File: src/rtl/au_seq_if.sv
// au_seq_if: command, response and AU-drive signals of the arithmetic-unit sequencer
interface au_seq_if;
  logic       cmd_valid;
  logic       cmd_ready;
  logic [1:0] cmd_op;
  logic       cmd_chain;
  logic [7:0] cmd_a;
  logic [7:0] cmd_b;
  logic       rsp_valid;
  logic       rsp_ready;
  logic [7:0] rsp_data;
  logic       rsp_gf;
  logic       rsp_err;
  logic       au_en;
  logic [3:0] ac;
  logic [7:0] a;
  logic [7:0] b;
  logic [7:0] t;
  logic       gf;
  modport master (
    output cmd_valid, cmd_op, cmd_chain, cmd_a, cmd_b, rsp_ready, t, gf,
    input  cmd_ready, rsp_valid, rsp_data, rsp_gf, rsp_err, au_en, ac, a, b
  );
  modport slave (
    input  cmd_valid, cmd_op, cmd_chain, cmd_a, cmd_b, rsp_ready, t, gf,
    output cmd_ready, rsp_valid, rsp_data, rsp_gf, rsp_err, au_en, ac, a, b
  );
endinterface

File: src/rtl/au_seq.sv
// au_seq: sequences requests onto the combinational AU and captures its result
module au_seq #(
  parameter int SETTLE_CYC = 1
) (
  input logic   clk,
  input logic   rst_n,
  au_seq_if.slave bus
);
  typedef enum logic [1:0] {IDLE, ISSUE, RESP} state_t;
  localparam logic [3:0] LAST = 4'(SETTLE_CYC - 1);
  state_t     state, state_n;
  logic [3:0] cnt, cnt_n;
  logic [7:0] acc, acc_n;
  logic       au_en_n;
  logic [3:0] ac_n;
  logic [7:0] a_n, b_n, data_n;
  logic       gf_n, err_n;
  assign bus.cmd_ready = state == IDLE;
  assign bus.rsp_valid = state == RESP;
  // state and every output register, cleared by reset in any state
  always_ff @(posedge clk) begin
    if (!rst_n) begin
      state        <= IDLE;
      cnt          <= '0;
      acc          <= '0;
      bus.au_en    <= 1'b0;
      bus.ac       <= '0;
      bus.a        <= '0;
      bus.b        <= '0;
      bus.rsp_data <= '0;
      bus.rsp_gf   <= 1'b0;
      bus.rsp_err  <= 1'b0;
    end else begin
      state        <= state_n;
      cnt          <= cnt_n;
      acc          <= acc_n;
      bus.au_en    <= au_en_n;
      bus.ac       <= ac_n;
      bus.a        <= a_n;
      bus.b        <= b_n;
      bus.rsp_data <= data_n;
      bus.rsp_gf   <= gf_n;
      bus.rsp_err  <= err_n;
    end
  end
  // next state: AU drive is loaded on accept and dropped on the capture edge
  always_comb begin
    state_n = state;
    cnt_n   = cnt;
    acc_n   = acc;
    au_en_n = bus.au_en;
    ac_n    = bus.ac;
    a_n     = bus.a;
    b_n     = bus.b;
    data_n  = bus.rsp_data;
    gf_n    = bus.rsp_gf;
    err_n   = bus.rsp_err;
    case (state)
      IDLE: if (bus.cmd_valid) begin
        if (bus.cmd_op == 2'b11) begin
          state_n = RESP;
          data_n  = '0;
          gf_n    = 1'b0;
          err_n   = 1'b1;
        end else begin
          state_n = ISSUE;
          cnt_n   = '0;
          au_en_n = 1'b1;
          ac_n    = bus.cmd_op == 2'b00 ? 4'b1000 : bus.cmd_op == 2'b01 ? 4'b1001 : 4'b0100;
          a_n     = bus.cmd_chain ? acc : bus.cmd_a;
          b_n     = bus.cmd_b;
        end
      end
      ISSUE: begin
        cnt_n = cnt + 4'd1;
        if (cnt == LAST) begin
          state_n = RESP;
          data_n  = bus.t;
          gf_n    = bus.gf;
          err_n   = 1'b0;
          acc_n   = bus.t;
          au_en_n = 1'b0;
          ac_n    = '0;
          a_n     = '0;
          b_n     = '0;
        end
      end
      RESP: state_n = bus.rsp_ready ? IDLE : RESP;
      default: state_n = IDLE;
    endcase
  end
endmodule
File: src/flat_wrapper.sv
// flat-port wrapper written by rule: the top's interface ports become plain ports
module au_seq_flat 
#(
  parameter int SETTLE_CYC = 1
)
  (clk, rst_n, bus_cmd_valid, bus_cmd_op, bus_cmd_chain, bus_cmd_a, bus_cmd_b, bus_rsp_ready, bus_t, bus_gf, bus_cmd_ready, bus_rsp_valid, bus_rsp_data, bus_rsp_gf, bus_rsp_err, bus_au_en, bus_ac, bus_a, bus_b);
  au_seq_if bus_i ();
  input logic clk;
  input logic rst_n;
  input wire logic [$bits(bus_i.cmd_valid)-1:0] bus_cmd_valid;
  input wire logic [$bits(bus_i.cmd_op)-1:0] bus_cmd_op;
  input wire logic [$bits(bus_i.cmd_chain)-1:0] bus_cmd_chain;
  input wire logic [$bits(bus_i.cmd_a)-1:0] bus_cmd_a;
  input wire logic [$bits(bus_i.cmd_b)-1:0] bus_cmd_b;
  input wire logic [$bits(bus_i.rsp_ready)-1:0] bus_rsp_ready;
  input wire logic [$bits(bus_i.t)-1:0] bus_t;
  input wire logic [$bits(bus_i.gf)-1:0] bus_gf;
  output wire logic [$bits(bus_i.cmd_ready)-1:0] bus_cmd_ready;
  output wire logic [$bits(bus_i.rsp_valid)-1:0] bus_rsp_valid;
  output wire logic [$bits(bus_i.rsp_data)-1:0] bus_rsp_data;
  output wire logic [$bits(bus_i.rsp_gf)-1:0] bus_rsp_gf;
  output wire logic [$bits(bus_i.rsp_err)-1:0] bus_rsp_err;
  output wire logic [$bits(bus_i.au_en)-1:0] bus_au_en;
  output wire logic [$bits(bus_i.ac)-1:0] bus_ac;
  output wire logic [$bits(bus_i.a)-1:0] bus_a;
  output wire logic [$bits(bus_i.b)-1:0] bus_b;
  assign bus_i.cmd_valid = bus_cmd_valid;
  assign bus_i.cmd_op = bus_cmd_op;
  assign bus_i.cmd_chain = bus_cmd_chain;
  assign bus_i.cmd_a = bus_cmd_a;
  assign bus_i.cmd_b = bus_cmd_b;
  assign bus_i.rsp_ready = bus_rsp_ready;
  assign bus_i.t = bus_t;
  assign bus_i.gf = bus_gf;
  assign bus_cmd_ready = bus_i.cmd_ready;
  assign bus_rsp_valid = bus_i.rsp_valid;
  assign bus_rsp_data = bus_i.rsp_data;
  assign bus_rsp_gf = bus_i.rsp_gf;
  assign bus_rsp_err = bus_i.rsp_err;
  assign bus_au_en = bus_i.au_en;
  assign bus_ac = bus_i.ac;
  assign bus_a = bus_i.a;
  assign bus_b = bus_i.b;
  au_seq #(.SETTLE_CYC(SETTLE_CYC)) u_core (.clk(clk), .rst_n(rst_n), .bus(bus_i));
endmodule
File: config.mk
export PLATFORM = sky130hd
export DESIGN_NAME = au_seq_flat
export DESIGN_NICKNAME = d
export VERILOG_FILES = /design/src/rtl/au_seq_if.sv /design/src/rtl/au_seq.sv /design/src/flat_wrapper.sv
export SDC_FILE = /design/constraint.sdc
export NUM_CORES = 1
export LEC_CHECK = 0
export BUFFER_PORTS_ARGS = -buffer_cell sky130_fd_sc_hd__clkbuf_2
export CAP_MARGIN = 20
export CORE_MARGIN = 4
export CORE_UTILIZATION = 48
export CTS_CLUSTER_DIAMETER = 100
export DETAILED_ROUTE_END_ITERATION = 8
export GPL_TIMING_DRIVEN = 0
export HOLD_SLACK_MARGIN = 0.02
export PLACE_DENSITY = 0.86
export RECOVER_POWER = 25
export SLEW_MARGIN = 25
export SYNTH_ARGS = -nofsm -noshare
export SYNTH_HDL_FRONTEND = slang
export SYNTH_SLANG_ARGS = --single-unit
File: constraint.sdc
create_clock -name clk -period 1.8 [get_ports clk]
set_input_delay 0.36 -clock clk [delete_from_list [all_inputs] [get_ports clk]]
set_output_delay 0.36 -clock clk [all_outputs]
set_load 0.05 [all_outputs]
Yosys cells after proc, flatten, opt, wreduce, memory -nomap -nowiden
Index checks and enable logic that the tools add are counted.
{"block": "totals", "ff_bits": 45, "inputBits": 32, "out_inout_bits": 33, "wordCells": 65}
{"block": "op_classes", "n_addsub": 1, "n_eq_ne": 8, "mux": 37, "n_reduce_logical": 9}
{"op": "$mux W8", "n": 9}
{"op": "$pmux W8 S2", "n": 3}
{"op": "$mux W4", "n": 7}
{"op": "$pmux W4 S2", "n": 2}
{"op": "$mux W1", "n": 8}
{"op": "$mux W2", "n": 4}
{"op": "$reduce_and A4 Y1", "n": 2}
{"op": "$pmux W1 S2", "n": 3}
{"op": "$pmux W2 S3", "n": 1}
{"op": "$add A4 B1 Y4 const B", "n": 1}
{"op": "$eq A2 B1 Y1 const B", "n": 2}
{"op": "$eq A2 B2 Y1 const B", "n": 2}
{"op": "$logic_not A2 Y1", "n": 2}
{"op": "$logic_not A4 Y1", "n": 1}
{"op": "$ne A2 B1 Y1 const B", "n": 2}
{"op": "$ne A2 B2 Y1 const B", "n": 2}
{"op": "$reduce_and A2 Y1", "n": 2}
{"op": "$reduce_and A3 Y1", "n": 1}
{"op": "$reduce_bool A2 Y1", "n": 1}

Longest topological paths before layout
Gate-level depths: netlist of run 1.
{"block": "depth", "word_depth": 6, "ltp_mapped": 7, "ltp_nobuf": 6}

Worst setup path after synthesis of run 1
OpenSTA, ideal clock, no wires.
{"block": "synth_timing", "path_type": "flip-flop to flip-flop", "startpoint": "register u_core.state[0]", "endpoint": "register u_core.bus.ac[2]", "setup_time_ns": 0.060, "arrival_time_ns": 1.859, "path_slack_ns": -0.120, "path_stages_with_launch": 5, "n_path_buf": 0, "period_less_slack_ns": 1.920, "path_cell_list": "dfxtp_1 -> nor2_1 -> nand3_1 -> a21oi_2 -> a22o_1"}
{"block": "synth_via", "elab_chain_len": 3, "word_cells_on_any_way": 8}
{"item": "start: declaration", "line": "au_seq.sv:11", "rtl": "state_t state, state_n;"}
{"item": "start signal: assignment", "line": "au_seq.sv:34", "rtl": "state <= state_n;"}
{"item": "$logic_not A2 Y1 (*)"}
{"item": "via bus_cmd_ready", "line": "flat_wrapper.sv:18", "rtl": "output wire logic [$bits(bus_i.cmd_ready)-1:0] bus_cmd_ready;"}
{"item": "$ne A2 B2 Y1 (no line) or $reduce_bool A2 Y1 (tied branches)"}
{"item": "$reduce_and A4 Y1 (no line)"}
{"item": "end signal: assignment", "line": "au_seq.sv:38", "rtl": "bus.ac <= ac_n;"}
{"item": "end: declaration", "line": "au_seq_if.sv:26", "rtl": "output cmd_ready, rsp_valid, rsp_data, rsp_gf, rsp_err, au_en, ac, a, b"}
The timed path passes the listed nets; every way through them passes the cells marked *.
A chain may end at the register's enable or synchronous reset.

Final worst setup path of run 1
{"block": "layout_timing", "startpoint": "register u_core.cnt[0]", "endpoint": "register u_core.bus.rsp_gf"}
{"block": "layout_via", "elab_chain_len": 3}
{"item": "start: declaration", "line": "au_seq.sv:12", "rtl": "logic [3:0] cnt, cnt_n;"}
{"item": "start signal: assignment", "line": "au_seq.sv:35", "rtl": "cnt <= cnt_n;"}
{"item": "$logic_not A4 Y1", "line": "au_seq.sv:76", "rtl": "if (cnt == LAST) begin"}
{"item": "$ne A2 B1 Y1 (no line)"}
{"item": "$reduce_and A4 Y1 (no line)"}
{"item": "end signal: assignment", "line": "au_seq.sv:42", "rtl": "bus.rsp_gf <= gf_n;"}
{"item": "end: declaration", "line": "au_seq_if.sv:26"}
No other way between the ends.

==> out/qor.yml, run 1 <==
synth:
  synth_edf_count: 0
  ys.flop_type: "dfxtp_1"
  syn_area_mm2: 0.001717
  syn_avg_cell_area_um2: 10.10
  syn_nets: 204
  synth_seq_cells: 44
  syn_inst: 170
  ys_seq_area_share_pct: 51.31
  synth.distinct_cells: 38
  yosysWarningCount: 0
  async_flop_share_pct: 0
timing:
  fin_skew_ns: 0.005231
  tightest_slew_ns: 0.6087
  fin_crit_sh_pct: 94.91
  setup_viol: 0
  fmax_ghz: 0.5854
  finalHoldWorstSlack_ns: 0.2015
  rsz0062_at_grt: "no"
  final_hold_viol_count: 0
  fin_tns_setup_ns: 0
  relSlewSlack_pct: 59.60
  maxSlewViolCount: 0
  period_needed_ns: 1.708
layout:
  final_core_util_pct: 62.94
  mostFrequentLayoutCells: "clkbuf_2 (47), dfxtp_1 (44), nand2_1 (32)"
  instances_no_fill: 285
  final_common_cell: "clkbuf_2"
  n_antenna_cell: 0
  drive_above_1_share_pct: 27.62
  syn2layout_area_growth_pct: 24.27
  ff_latch_area_um2: 880.8
  fill_cells: 307
  multi_input_comb_area_um2: 779.5
  final_nets: 272
routing:
  drc_errors: 0
  final_antenna_net_count: 0
  routed_wl_um: 3715
  drt-vias-per-instance: 5.109
  first_pass_iters: 4
  first_iter_violations: 35
  wl_per_cell_um: 13.04
  vias: 1456
setup_path:
  cp-endpoint: "u_core.bus.rsp_gf"
  crit_buf_inv: 2
  crit_start: "u_core.cnt[0]"
  crit_chain: "inv_2 -> ha_1 -> or3b_4 -> a211o_1 -> buf_6 -> a22oi_2 -> nor2b_1"
  cp-start-kind: "flip-flop"
  reg2reg_slack_ns: 0.09
  required_ns: 2.06
  crit_arrival_ns: 1.97
  cp_slowest_cell: "or3b_4"
  crit_type: "flip-flop to flip-flop"
  path_max_fanout: 10
  reg2reg_depth: 7
  crit_family: "simple AND/OR/NAND/NOR gates"
  worstSetupPathDepth: 7
  cpPeakStageDelay_ns: 0.41
  r2r-end: "u_core.bus.rsp_gf"
  r2r-start: "u_core.cnt[0]"
  cp-end-kind: "flip-flop"
global_route:
  grt_pass1_wl_um: 6161
  grt_util_met1_pct: 21.92
  grt_pass1_vias: 1368
  use_met2_pct: 28.80
  grt-busiest-layer: "met2"
  track_usage_pct: 18.28
  grt_overflow: 0
  met3_usage_pct: 6.988
  antenna_found_initial: 0
  grt_start_max_net_pins: 14
placed_design:
  place.gp.congestion: 0.8828
  hpwl_um: 2835
  dp_cells: 277
  io_buffer_count: 61
floorplanning:
  die-area_mm2: 0.004597
  die_y_um: 67.80
  rows: 21
  core_area_mm2: 0.003390
  io-pin-count: 65
  initial_utilization_pct: 50.65
  die_w_um: 67.80
clock_network:
  cts_tree: "done"
  ctsHtreeMaxLevel: 2
  cts_buffers: 5
  cts_buffer_depth: 2
  clkTransAtPathRegs_ns: 0.12
  clock-sinks: 44
  clk_latency_ns: 0.35
  cts_setup_buffers: 0
  clock-root-buffer: "clkbuf_4"
min_path:
  worstHoldPathType: "input port to flip-flop"
pwr:
  peakVddDrop_mv: 0.7551
  p_per_area_mw_per_mm2: 980.8
  p_leak_nw: 0.9276
job:
  cap_violations: 0
status:
  status: "complete, no violations"
-- sequential cells by signal (all words and copies together) (netlist names) --
| signal | cells |
|---|---|
| u_core.bus.a | 8 |
| u_core.state | 2 |
| u_core.bus.rsp_gf | 1 |
| u_core.bus.ac | 3 |
| u_core.bus.au_en | 1 |
| u_core.cnt | 4 |
| u_core.bus.rsp_err | 1 |
| u_core.acc | 8 |
| u_core.bus.rsp_data | 8 |
| u_core.bus.b | 8 |
-- worst min path at each step --
stage                       end             start  slack (ns)  cells after the start
6_report        u_core.bus.b[4]      bus_cmd_b[4]        0.20                      2
5_1_grt         u_core.bus.b[1]      bus_cmd_b[1]        0.18                      2
4_1_cts         u_core.bus.b[4]      bus_cmd_b[4]        0.17                      2
3_5_place_dp   u_core.bus.au_en  u_core.bus.au_en        0.44                      1
3_3_place_gp   u_core.bus.ac[3]  u_core.bus.ac[3]        0.43                      1
2_1_floorplan     u_core.acc[2]     u_core.acc[2]        0.44                      2
-- timing repair --
action / in CTS / in global routing
setup endpoints to repair: 0 / 19
hold buffers: 0 / 0
resized for setup: 0 / 3
-- per-layer routing --
| metal | vias to the layer above | routed length (um) |
|---|---|---|
| li1 | 737 | - |
| met1 | 664 | 1666 |
| met2 | 51 | 1688 |
| met3 | 4 | 303 |
| met4 | 0 | 57 |
| met5 | - | 0 |
-- Yosys cell counts, types with 2 or more instances --
cell type  instances  area share [%]
a21boi_0          16             7.0
a21o_1             2            0.87
a22o_1             9             4.6
buf_4              2            0.87
buf_6              2             1.3
clkbuf_1           3            0.66
dfxtp_1           44              51
ha_1               2             1.5
inv_1              3            0.66
mux2i_1            9             5.2
nand2_1           32             7.0
nand3_1            7             2.0
nor2_1             5             1.1
nor2b_1            2            0.73
nor3b_1            2            0.87
o2bb2ai_1          8             4.1
-- through the flow --
step                setup WS [ns]  power [mW]  area [um^2]
global placement           0.1095       1.609         2082
CTS                       0.05245       2.118         2145
detailed placement        0.07639       1.616         2082
finish                    0.09166       2.092         2133
global route            0.0006071       2.194         2133
floorplan                  0.1857       1.480         1719
-- layout make-up --
cell class,instances,share of cell area (%)
clock buffer,7,2.581
sequential,44,41.29
buffer,8,2.463
multi-input combinational,115,36.54
inverter,3,0.5279
clock inverter,1,0.3519
tap,46,2.698
timing repair buffer,61,13.55
-- kinds of logic (layout without fill, tap and decap cells) --
kind of cell	Yosys count	after routing	share of synthesized area, %
AO/OA/AOI/OAI	48	48	23.25
adder cells (fa/ha/maj)	2	2	1.457
buffers and inverters	11	80	3.717
XOR/XNOR	1	1	0.5103
AND/OR/NAND/NOR	54	54	14.29
other	1	1	0.2184
flip-flops	44	44	51.31
multiplexers	9	9	5.248
-- where the power goes --
group	internal (mW)	leakage (nW)	switching [mW]
clock network	0.191	0.0315	0.311
logic	0.155	0.538	0.352
registers	1.04	0.358	0.0430
total	1.39	0.928	0.706
Power figures use the tool's default switching activity.
==> inputs of run 2 (changes only) <==
==> constraint.sdc (replaced) <==
create_clock -name clk -period 1.8 [get_ports clk]
set_input_delay 0.18 -clock clk [delete_from_list [all_inputs] [get_ports clk]]
set_output_delay 0.18 -clock clk [all_outputs]
set_load 0.05 [all_outputs]
==> out/qor.yml, run 2 (same netlist as run 1, synthesis figures left out) <==
setup_path:
  cp-end-kind: "flip-flop"
  cpPeakStageDelay_ns: 0.41
  crit_start: "u_core.cnt[0]"
  crit_family: "simple AND/OR/NAND/NOR gates"
  crit_chain: "inv_2 -> ha_1 -> or3b_4 -> a211o_1 -> buf_6 -> a22oi_2 -> nor2b_1"
  crit_arrival_ns: 1.97
  cp-start-kind: "flip-flop"
  crit_type: "flip-flop to flip-flop"
  crit_buf_inv: 2
  r2r-start: "u_core.cnt[0]"
  path_max_fanout: 10
  required_ns: 2.06
  cp_slowest_cell: "or3b_4"
layout:
  fill_cells: 293
  syn2layout_area_growth_pct: 28.57
  final_common_cell: "dfxtp_1"
  mostFrequentLayoutCells: "dfxtp_1 (44), clkbuf_2 (43), nand2_1 (32)"
  n_antenna_cell: 0
  drive_above_1_share_pct: 24.70
  final_nets: 280
routing:
  routed_wl_um: 3936
  first_iter_violations: 51
  drc_errors: 0
  vias: 1493
  wl_per_cell_um: 13.43
  final_antenna_net_count: 0
  drt-vias-per-instance: 5.096
  first_pass_iters: 4
floorplanning:
  initial_utilization_pct: 50.65
  die_w_um: 67.80
  core_area_mm2: 0.003390
  die-area_mm2: 0.004597
  die_y_um: 67.80
  rows: 21
  io-pin-count: 65
min_path:
  hp-start: "bus_t[2]"
  worstHoldPathType: "input port to flip-flop"
global_route:
  grt_pass1_wl_um: 6403
  antenna_found_initial: 0
  grt_pass1_vias: 1383
  grt_start_max_net_pins: 14
  track_usage_pct: 19.11
  grt_overflow: 0
pwr:
  pwr-share-seq_pct: 51.4
  p_total_mw: 2.108
  switchingPower_mw: 0.7116
  sw_frac_of_total_pct: 33.76
  p_per_area_mw_per_mm2: 954.9
  internal_power_mw: 1.396
  peakVddDrop_mv: 0.7649
  clockPowerShare_pct: 23.8
  p_leak_nw: 0.9433
  p_comb_share_pct: 24.7
timing:
  fin_skew_ns: 0.006259
  rsz0062_at_grt: "no"
  relSlewSlack_pct: 58.26
  fin_tns_setup_ns: 0
  setup_viol: 0
  fin_crit_sh_pct: 95.13
  maxSlewViolCount: 0
  tightest_slew_ns: 0.6288
  final_hold_viol_count: 0
  period_needed_ns: 1.712
  fmax_ghz: 0.5840
status:
  status: "complete, no violations"
clock_network:
  cts_setup_buffers: 0
  clock-sinks: 44
  clkTransAtPathRegs_ns: 0.12
  clock-root-buffer: "clkbuf_4"
  cts_buffer_depth: 2
  cts_buffers: 5
  cts_tree: "done"
  clk_latency_ns: 0.36
  ctsHtreeMaxLevel: 2
job:
  cap_violations: 0
placed_design:
  hpwl_um: 2835
  io_buffer_count: 61
  place.gp.congestion: 0.8828
-- run 2: worst min-delay path, cell delays in order --
cell and delay [ns]:
clkbuf_2 0.08, nand2_1 0.06, a21boi_0 0.07
-- run 2: stage by stage --
stage	hold slack (ns)	setup WS (ns)	cell area, um^2	util [%]	std cells
2_1_floorplan	0.3055	0.1857	1719	-	170
3_3_place_gp	0.3890	0.1095	2082	61.42	277
3_5_place_dp	0.3958	0.07639	2082	61.42	277
4_1_cts	0.04741	0.05245	2225	65.63	293
5_1_grt	0.06179	0.0006071	2207	65.12	293
6_report	0.06810	0.08766	2207	65.12	293
-- run 2: layout make-up --
cell class              instances  area [um^2]  area share, %
inverters                       3        11.26         0.5102
well taps                      46        57.56          2.608
flip-flops and latches         44        880.8          39.91
repair buffers                 69        362.8          16.44
clock inverters                 1        7.507         0.3401
clock buffers                   7        55.05          2.494
plain buffers                   8        52.55          2.381
multi-input cells             115        779.5          35.32
-- run 2: power by group through the flow --
stage	combinational, mW	sequential, mW	clock (mW)
final	0.522	1.08	0.503
after global routing	0.562	1.09	0.554
after CTS	0.526	1.08	0.523
after detailed placement	0.512	1.10	0
after global placement	0.507	1.10	0
after floorplan	0.230	1.25	0
-- run 2: routing by layer --
metal / part of all wire (%) / track usage [%] / vias up
li1: - / - / 752
met5: 0 / 0 / -
met4: 1.4 / 7.692 / 0
met2: 47 / 31.11 / 53
met3: 8.4 / 7.155 / 4
met1: 43 / 22.63 / 684
-- run 2: repair_timing --
item | in CTS | in global routing
hold endpoints to repair | 8 | 0
hold buffers | 8 | 0
endpoints found under the setup margin | 0 | 18
gates resized for setup | 0 | 2
-- run 2: path summary, 6_finish.rpt --
kind | endpoint | slack [ns] | cells after the start
worst max register to register | u_core.bus.rsp_gf | 0.09 | 7
worst min register to register | u_core.bus.au_en | 0.46 | 1
worst min-delay path | u_core.acc[2] | 0.07 | 3
worst max-delay path | u_core.bus.rsp_gf | 0.09 | 7
